[config.mk]
export PLATFORM = sky130hd
export DESIGN_NAME = cva6_hpdcache_load_tracker
export DESIGN_NICKNAME = d
export VERILOG_FILES = /design/src/rtl/cva6_hpdcache_load_tracker.sv
export SDC_FILE = /design/constraint.sdc
export NUM_CORES = 1
export LEC_CHECK = 0
export CELL_PAD_IN_SITES_DETAIL_PLACEMENT = 1
export CELL_PAD_IN_SITES_GLOBAL_PLACEMENT = 2
export CORE_UTILIZATION = 40
export DETAILED_ROUTE_END_ITERATION = 8
export HOLD_SLACK_MARGIN = 0.12
export PLACE_DENSITY_LB_ADDON = 0.1
export SYNTH_ARGS = -nofsm -noshare
export SYNTH_HDL_FRONTEND = slang
export SYNTH_SLANG_ARGS = --single-unit
[constraint.sdc]
create_clock -name clk_i -period 11.25 [get_ports clk_i]
set_input_delay 2.25 -clock clk_i [delete_from_list [all_inputs] [get_ports clk_i]]
set_output_delay 2.25 -clock clk_i [all_outputs]
set_load 0.03 [all_outputs]
[src/rtl/cva6_hpdcache_load_tracker.sv]
// In-order load return tracker for the HPDcache: tags loads with ring-buffer TIDs,
// absorbs out-of-order cache responses and hands data back in issue order.
module cva6_hpdcache_load_tracker #(
  parameter int unsigned NR_ENTRIES = 8,
  parameter int unsigned ID_W       = $clog2(NR_ENTRIES),
  parameter int unsigned ADDR_W     = 64,
  parameter int unsigned DATA_W     = 64
) (
  input  logic              clk_i,
  input  logic              rst_i,
  input  logic              flush_i,
  input  logic              ld_req_valid_i,
  output logic              ld_req_ready_o,
  input  logic [ADDR_W-1:0] ld_req_addr_i,
  input  logic [1:0]        ld_req_size_i,
  output logic              cache_req_valid_o,
  input  logic              cache_req_ready_i,
  output logic [ADDR_W-1:0] cache_req_addr_o,
  output logic [1:0]        cache_req_size_o,
  output logic [ID_W-1:0]   cache_req_tid_o,
  input  logic              cache_rsp_valid_i,
  input  logic [ID_W-1:0]   cache_rsp_tid_i,
  input  logic [DATA_W-1:0] cache_rsp_data_i,
  input  logic              cache_rsp_error_i,
  output logic              ld_rsp_valid_o,
  input  logic              ld_rsp_ready_i,
  output logic [DATA_W-1:0] ld_rsp_data_o,
  output logic              ld_rsp_error_o,
  output logic              busy_o
);

  typedef enum logic [2:0] {
    E_FREE,
    E_PEND,
    E_PEND_K,
    E_DONE,
    E_DONE_K
  } entry_state_e;

  entry_state_e      state_q [NR_ENTRIES];
  entry_state_e      state_d [NR_ENTRIES];
  logic [DATA_W-1:0] data_q  [NR_ENTRIES];
  logic              err_q   [NR_ENTRIES];

  logic [ID_W:0]   head_q, tail_q;
  logic [ID_W-1:0] head_idx, tail_idx;
  logic            full, alloc, pop, rsp_take;
  logic            quiet_q;

  assign head_idx = head_q[ID_W-1:0];
  assign tail_idx = tail_q[ID_W-1:0];
  assign full     = (head_idx == tail_idx) && (head_q[ID_W] != tail_q[ID_W]);

  assign cache_req_valid_o = ld_req_valid_i & ~full;
  assign ld_req_ready_o    = cache_req_ready_i & ~full;
  assign cache_req_addr_o  = ld_req_addr_i;
  assign cache_req_size_o  = ld_req_size_i;
  assign cache_req_tid_o   = tail_idx;
  assign alloc             = cache_req_valid_o & cache_req_ready_i;

  assign rsp_take = cache_rsp_valid_i &&
                    (state_q[cache_rsp_tid_i] == E_PEND || state_q[cache_rsp_tid_i] == E_PEND_K);

  // Killed entries at the head retire without being presented.
  assign pop = (ld_rsp_valid_o & ld_rsp_ready_i) | (state_q[head_idx] == E_DONE_K);

  always_ff @(posedge clk_i) begin
    if (rst_i) begin
      head_q  <= '0;
      tail_q  <= '0;
      quiet_q <= 1'b1;
      for (int unsigned i = 0; i < NR_ENTRIES; i++) begin
        state_q[i] <= E_FREE;
        data_q[i]  <= '0;
        err_q[i]   <= 1'b0;
      end
    end else begin
      for (int unsigned i = 0; i < NR_ENTRIES; i++) begin
        state_q[i] <= state_d[i];
      end
      if (rsp_take) begin
        data_q[cache_rsp_tid_i] <= cache_rsp_data_i;
        err_q[cache_rsp_tid_i]  <= cache_rsp_error_i;
      end
      head_q <= head_q + (ID_W+1)'(pop);
      tail_q <= tail_q + (ID_W+1)'(alloc);
      if (alloc) quiet_q <= 1'b0;
    end
  end

  // Later assignments win: a popped or freshly allocated entry overrides flush/response updates.
  always_comb begin
    for (int unsigned i = 0; i < NR_ENTRIES; i++) begin
      state_d[i] = state_q[i];
      if (flush_i) begin
        if (state_q[i] == E_PEND) state_d[i] = E_PEND_K;
        if (state_q[i] == E_DONE) state_d[i] = E_DONE_K;
      end
      if (rsp_take && cache_rsp_tid_i == ID_W'(i)) begin
        state_d[i] = (state_q[i] == E_PEND && !flush_i) ? E_DONE : E_DONE_K;
      end
      if (pop && head_idx == ID_W'(i)) state_d[i] = E_FREE;
      if (alloc && tail_idx == ID_W'(i)) state_d[i] = flush_i ? E_PEND_K : E_PEND;
    end
  end

  always_comb begin
    ld_rsp_valid_o = (state_q[head_idx] == E_DONE);
    ld_rsp_data_o  = data_q[head_idx];
    ld_rsp_error_o = err_q[head_idx];
    busy_o         = 1'b0;
    for (int unsigned i = 0; i < NR_ENTRIES; i++) begin
      if (state_q[i] != E_FREE) busy_o = 1'b1;
    end
  end

  // Stray responses are expected right after reset (loads dropped mid-flight), so the
  // check only arms once a load has been issued since reset.
  always_ff @(posedge clk_i) begin
    if (!rst_i && !quiet_q && cache_rsp_valid_i) begin
      assert (rsp_take)
        else $error("load tracker: response for tid %0d with no load in flight", cache_rsp_tid_i);
    end
  end

endmodule

==> flow_summary.yaml, run 1 <==
detailed_routing:
  postRouteAntennaNets: 0
  vias_per_cell: 5.51
  wl_per_cell_um: 26.3
  drt_first_iter_violations: 893
  firstDrtPassIters: 5
  drt-total-wl_um: 69800
  post-route-drc-count: 0
  via_count: 14607
placement:
  post_dp_cell_area_um2: 27800
  io_buffers: 146
  gp_congestion: 0.777
  dp_hpwl_um: 38100
  place_ws_ns: 4.77
logic_synthesis:
  syn_avg_cell_area_um2: 15.2
  async_flop_share: 0
  synth_area_leaders: "edfxtp_1 60%, mux4_2 12%, and2_1 11%, mux2_2 2.9%, dfxtp_1 2.5%"
  mappedNetlistArea_um2: 25900
  synth_area_leader_cell: "edfxtp_1"
  yosys_warnings: 0
  synth.top_cell.area_share: 0.602
  synth-seq-cells: 552
  syn_inst: 1706
  synth.distinct_cells: 55
  synth.most_common_cell: "edfxtp_1"
  syn-num-nets: 1851
  synthFlopType: "edfxtp_1"
  yosys-top-cells-count: "520 x edfxtp_1, 459 x and2_1, 139 x mux4_2"
  yosysSeqAreaShare: 0.627
  synth_edf_count: 520
critical_path:
  reg2reg_from: "state_q[6][0]"
  slowest_stage: "buf_4"
  startpoint_type: "flop"
  crit_required_ns: 9.00
  critPathBufInv: 3
  cp_top_family: "buffers and inverters"
  crit_arrival_ns: 4.16
  crit_type: "flop to primary output"
  path_max_fanout: 49
  r2r_end: "state_q[2][1]"
  crit_end: "ld_rsp_data_o[1]"
  cp.depth: 5
  r2r_slack_ns: 7.35
  path_common_cell: "buf_4"
  r2r_cells: 8
  crit_start: "head_q[1]"
  end_kind: "primary output"
  max_stage_delay_ns: 0.75
  worstPathCellList: "buf_4, buf_4, mux4_2, mux2_2, clkdlybuf4s50_1"
timing:
  timing.fmax_mhz: 156
  maxSlewViolCount: 0
  fin_skew_ns: 0.0235
  rsz0062_at_grt: "false"
  post-route-worst-setup-slack_ns: 4.84
  setup_violations: 0
  slew_headroom: 0.144
  finalCritPeriodShare: 0.570
  hold_viol: 0
  tightestPinTransition_ns: 1.28
  fin_setup_tns_ns: 0
  finalCriticalPeriod_ns: 6.41
floorplanning:
  io_pins: 279
  die_area_um2: 65800
  die_h_um: 257
  start_util: 0.408
  die_w_um: 257
  core_area_um2: 63500
  rows: 92
power:
  cellLeakagePower_nw: 10.5
  power_frac_clock: 0.416
  seqPwrFrac: 0.519
  switchingPower_mw: 1.02
  p_per_area_nw_per_um2: 152
  internal_power_mw: 3.49
  combPwrFrac: 0.065
  swShare: 0.227
  ir_drop_mv: 0.113
clock_tree:
  cts_buffer_depth: 3
  postCtsSetupBuffers: 0
  cts-root-buf: "clkbuf_16"
  hold_buffers: 0
  h-tree-depth: 2
  clock_latency_ns: 0.64
  cts_buffers: 61
  path_clk_slew_ns: 0.06
  clock-sinks: 552
  cts_tree: "yes"
  cts_resized: 0
global_route:
  grt_use_total: 0.215
  antenna_found_initial: 3
  grt_max_degree: 99
  grt_first_pass_wirelength_um: 106000
  grt_pass1_vias: 16351
  grt-ovfl-total: 0
outcome:
  outcome: "finished, final reports clean"
job:
  maxCapViolations: 0
cells_and_area:
  multiInputGateArea_um2: 8700
  diodes: 0
  drive_gt1_frac: 0.185
  fillers: 6154
  stdcell_area_um2: 29600
  seqCellArea_um2: 16300
  layout.nets: 1902
  area_delta_synth_final_pct: 14.2
min_path:
  hp-class: "flop to flop"
cells by family (layout without fill, tap and decap cells):
logic type,count (synthesis),count (layout),share of synthesized area
and+or+nand+nor,650,650,0.151
DFF,552,552,0.627
muxes,210,210,0.152
buffers and inverters,200,301,0.0427
AOI/OAI and AO/OA,81,81,0.0223
xor gates and xnor gates,9,9,0.00333
adders and majority gates,4,4,0.00193
sequential cells by signal (all words and copies together), names as in the netlist:
| signal | cells |
|---|---|
| data_q | 512 |
| err_q | 8 |
| head_q | 4 |
| state_q | 24 |
| tail_q | 4 |
placed cells by master (no fill, tap or decap), drive strengths merged, types with 5 or more instances in the layout:
master         count
xnor2              5
o21ai             15
clkinv            29
mux2i              5
clkbuf            82
nand2b             9
a211oi            10
a32oi              9
a22oi              7
clkdlybuf4s50    146
dfxtp             32
nand2             19
nor2              36
and2             459
edfxtp           520
mux2              66
buf               27
inv               15
mux4             139
and3              69
nor2b             11
nand3              7
a21oi             12
nor4              11
nor3              18
worst min path at each step:
stage / cells after the start / slack, ns / start / to
after floorplan: 2 / 0.46 / state_q[5][2] / state_q[5][2]
after global placement: 2 / 0.51 / state_q[5][2] / state_q[5][2]
after detailed placement: 2 / 0.53 / tail_q[3] / tail_q[3]
after CTS: 2 / 0.54 / state_q[5][2] / state_q[5][2]
after global routing: 2 / 0.58 / state_q[7][2] / state_q[7][2]
final: 2 / 0.54 / tail_q[3] / tail_q[3]
per-stage QoR:
| stage | hold slack, ns | util | std cells | total power, mW |
|---|---|---|---|---|
| 6_report | 0.537 | 0.466 | 2653 | 4.51 |
| 3_3_place_gp | 0.515 | 0.437 | 2540 | 2.68 |
| 4_1_cts | 0.544 | 0.466 | 2653 | 4.57 |
| 5_1_grt | 0.581 | 0.466 | 2653 | 4.65 |
| 2_1_floorplan | 0.461 | - | 1706 | 2.59 |
| 3_5_place_dp | 0.533 | 0.437 | 2540 | 2.69 |
power by group through the flow:
stage          Combinational, mW  Sequential, mW  Clock [mW]
2_1_floorplan              0.201            2.39           0
3_3_place_gp               0.297            2.38           0
3_5_place_dp               0.299            2.39           0
4_1_cts                    0.301            2.34        1.92
5_1_grt                    0.313            2.35        1.99
6_report                   0.294            2.34        1.87
layer usage:
layer | part of all wire | track usage | wire [µm] | vias up
li1 | - | - | - | 6416
met1 | 0.43 | 0.283 | 30100 | 7768
met2 | 0.51 | 0.372 | 35400 | 333
met3 | 0.044 | 0.0359 | 3090 | 84
met4 | 0.016 | 0.0493 | 1130 | 6
met5 | 0.00052 | 0 | 36 | -
worst min-delay path: stages, from the launching register on:
cell,delay [ns]
dfxtp_1,0.36
xor2_1,0.08
nor2_1,0.07
final cells by class:
cell class,instances,share of cell area
sequential,552,0.549
clock inverter,31,0.00727
inverter,15,0.00194
tap,846,0.0358
clock buffer,82,0.0549
multi-input combinational,954,0.294
timing repair buffer,173,0.0566
Note: power is estimated with default switching activity, not from simulation.
==> run 2: changes to the inputs <==
clock period = 6.5 ns   (was 11.25 ns; I/O delays follow)
==> run 2 against run 1 <==
Against the previous run: global-route usage is 0.42 points lower; clock skew is 0.0087 ns lower; sequential share of layout area is 0.55 points lower; worst hold slack better by 0.0063 ns; clock power is 80% higher; design area is 1.0% higher; sequential cell count stayed put; total power is 76% higher; critical endpoint is now ld_rsp_data_o[6]; largest cell class unchanged; highest routed layer unchanged.
==> flow_summary.yaml, run 2 (synthesis gave the netlist of run 1 again) <==
critical_path:
  worstPathCellList: "buf_4, mux4_2, mux2_2, clkdlybuf4s50_1"
  end_kind: "primary output"
  crit_required_ns: 5.20
  crit_type: "flop to primary output"
  startpoint_type: "flop"
  path_max_fanout: 45
  max_stage_delay_ns: 1.00
  reg2reg_from: "state_q[6][0]"
  crit_start: "head_q[0]"
  slowest_stage: "dfxtp_4"
  crit_arrival_ns: 3.54
timing:
  finalCriticalPeriod_ns: 4.84
  rsz0062_at_grt: "false"
  fin_skew_ns: 0.0148
  slew_headroom: 0.190
  setup_violations: 0
  maxSlewViolCount: 0
  timing.fmax_mhz: 207
  post-route-worst-setup-slack_ns: 1.66
  finalCritPeriodShare: 0.744
  hold_viol: 0
  whs_ns: 0.544
  tightestPinTransition_ns: 1.20
floorplanning:
  die_area_um2: 65800
  die_w_um: 257
  rows: 92
  core_area_um2: 63500
  die_h_um: 257
  start_util: 0.408
  io_pins: 279
power:
  cellLeakagePower_nw: 10.6
  seqPwrFrac: 0.511
  ir_drop_mv: 0.198
  switchingPower_mw: 1.75
  internal_power_mw: 6.17
  swShare: 0.221
  p_total_mw: 7.93
  power_frac_clock: 0.424
  combPwrFrac: 0.065
  p_per_area_nw_per_um2: 265
clock_tree:
  cts_buffers: 60
  cts_resized: 0
  cts_tree: "yes"
  hold_buffers: 0
  h-tree-depth: 2
  postCtsSetupBuffers: 0
  cts-root-buf: "clkbuf_16"
  cts_buffer_depth: 3
  clock-sinks: 552
  clock_latency_ns: 0.62
  path_clk_slew_ns: 0.06
detailed_routing:
  vias_per_cell: 5.49
  post-route-drc-count: 0
  postRouteAntennaNets: 0
  firstDrtPassIters: 5
  drt_first_iter_violations: 909
  drt-total-wl_um: 68300
  via_count: 14608
  wl_per_cell_um: 25.7
cells_and_area:
  top_regs: "data_q (512), state_q (24), err_q (8)"
  layout.nets: 1910
  final_cell_mix: "520 x edfxtp_1, 459 x and2_1, 146 x clkdlybuf4s50_1, 139 x mux4_2, 69 x and3_1"
  mostFrequentLayoutCell: "edfxtp_1"
  largest_reg_flops: 512
  largest_register: "data_q"
  postLayoutCoreUtil: 0.471
  drive_gt1_frac: 0.193
  area_delta_synth_final_pct: 15.3
global_route:
  grt-ovfl-total: 0
  grt_max_degree: 66
  grt_use_total: 0.211
  grt_pass1_vias: 16236
  antenna_found_initial: 6
  grt_first_pass_wirelength_um: 104000
min_path:
  holdCritStartpoint: "head_q[3]"
  hp-class: "flop to flop"
placement:
  place_ws_ns: 1.15
  io_buffers: 146
  gp_congestion: 0.840
  dp_hpwl_um: 38900
outcome:
  outcome: "finished, final reports clean"
job:
  maxCapViolations: 0
==> run 2: final cells by class <==
| class | count | area, µm² |
|---|---|---|
| fill | 6102 | 33600 |
| sequential | 552 | 16300 |
| multi-input combinational | 954 | 8700 |
| timing repair buffer | 182 | 1890 |
| clock buffer | 74 | 1630 |
| tap | 846 | 1060 |
| clock inverter | 35 | 294 |
| inverter | 15 | 57.6 |
| antenna | 2 | 5.00 |
==> run 2: worst max-delay path, delay by kind of cell (launching register included) <==
family | cells | cell delay (ns)
buf+inv | 2 | 1.02
flops | 1 | 1.00
mux | 2 | 0.86
==> run 2: per-stage QoR <==
step	cells	TNS [ns]	area [µm²]
after floorplan	1706	-385.69	25900
after global placement	2549	0	28000
after detailed placement	2549	0	28000
after CTS	2658	0	29900
after global routing	2658	0	29900
final	2660	0	29900
==> run 2: path summary, 6_finish.rpt <==
kind              depth (start not counted)  slack (ns)               end
hold / removal                            2        0.54         head_q[3]
setup / recovery                          4        1.66  ld_rsp_data_o[6]
hold reg to reg                           2        0.54         head_q[3]
setup reg to reg                          8        2.96     data_q[0][10]
==> run 2: metal layers <==
layer,share of wire,vias up,track usage
li1,-,6455,-
met1,0.44,7736,0.281
met2,0.50,344,0.359
met3,0.046,65,0.0388
met4,0.015,8,0.0453
met5,0.00075,-,0
==> run 2: power groups by stage <==
| stage | registers (mW) | clock network [mW] | logic (mW) |
|---|---|---|---|
| final | 4.05 | 3.36 | 0.517 |
| after CTS | 4.05 | 3.45 | 0.530 |
| after floorplan | 4.13 | 0 | 0.348 |
| after detailed placement | 4.13 | 0 | 0.527 |
| after global placement | 4.12 | 0 | 0.526 |
| after global routing | 4.06 | 3.56 | 0.555 |
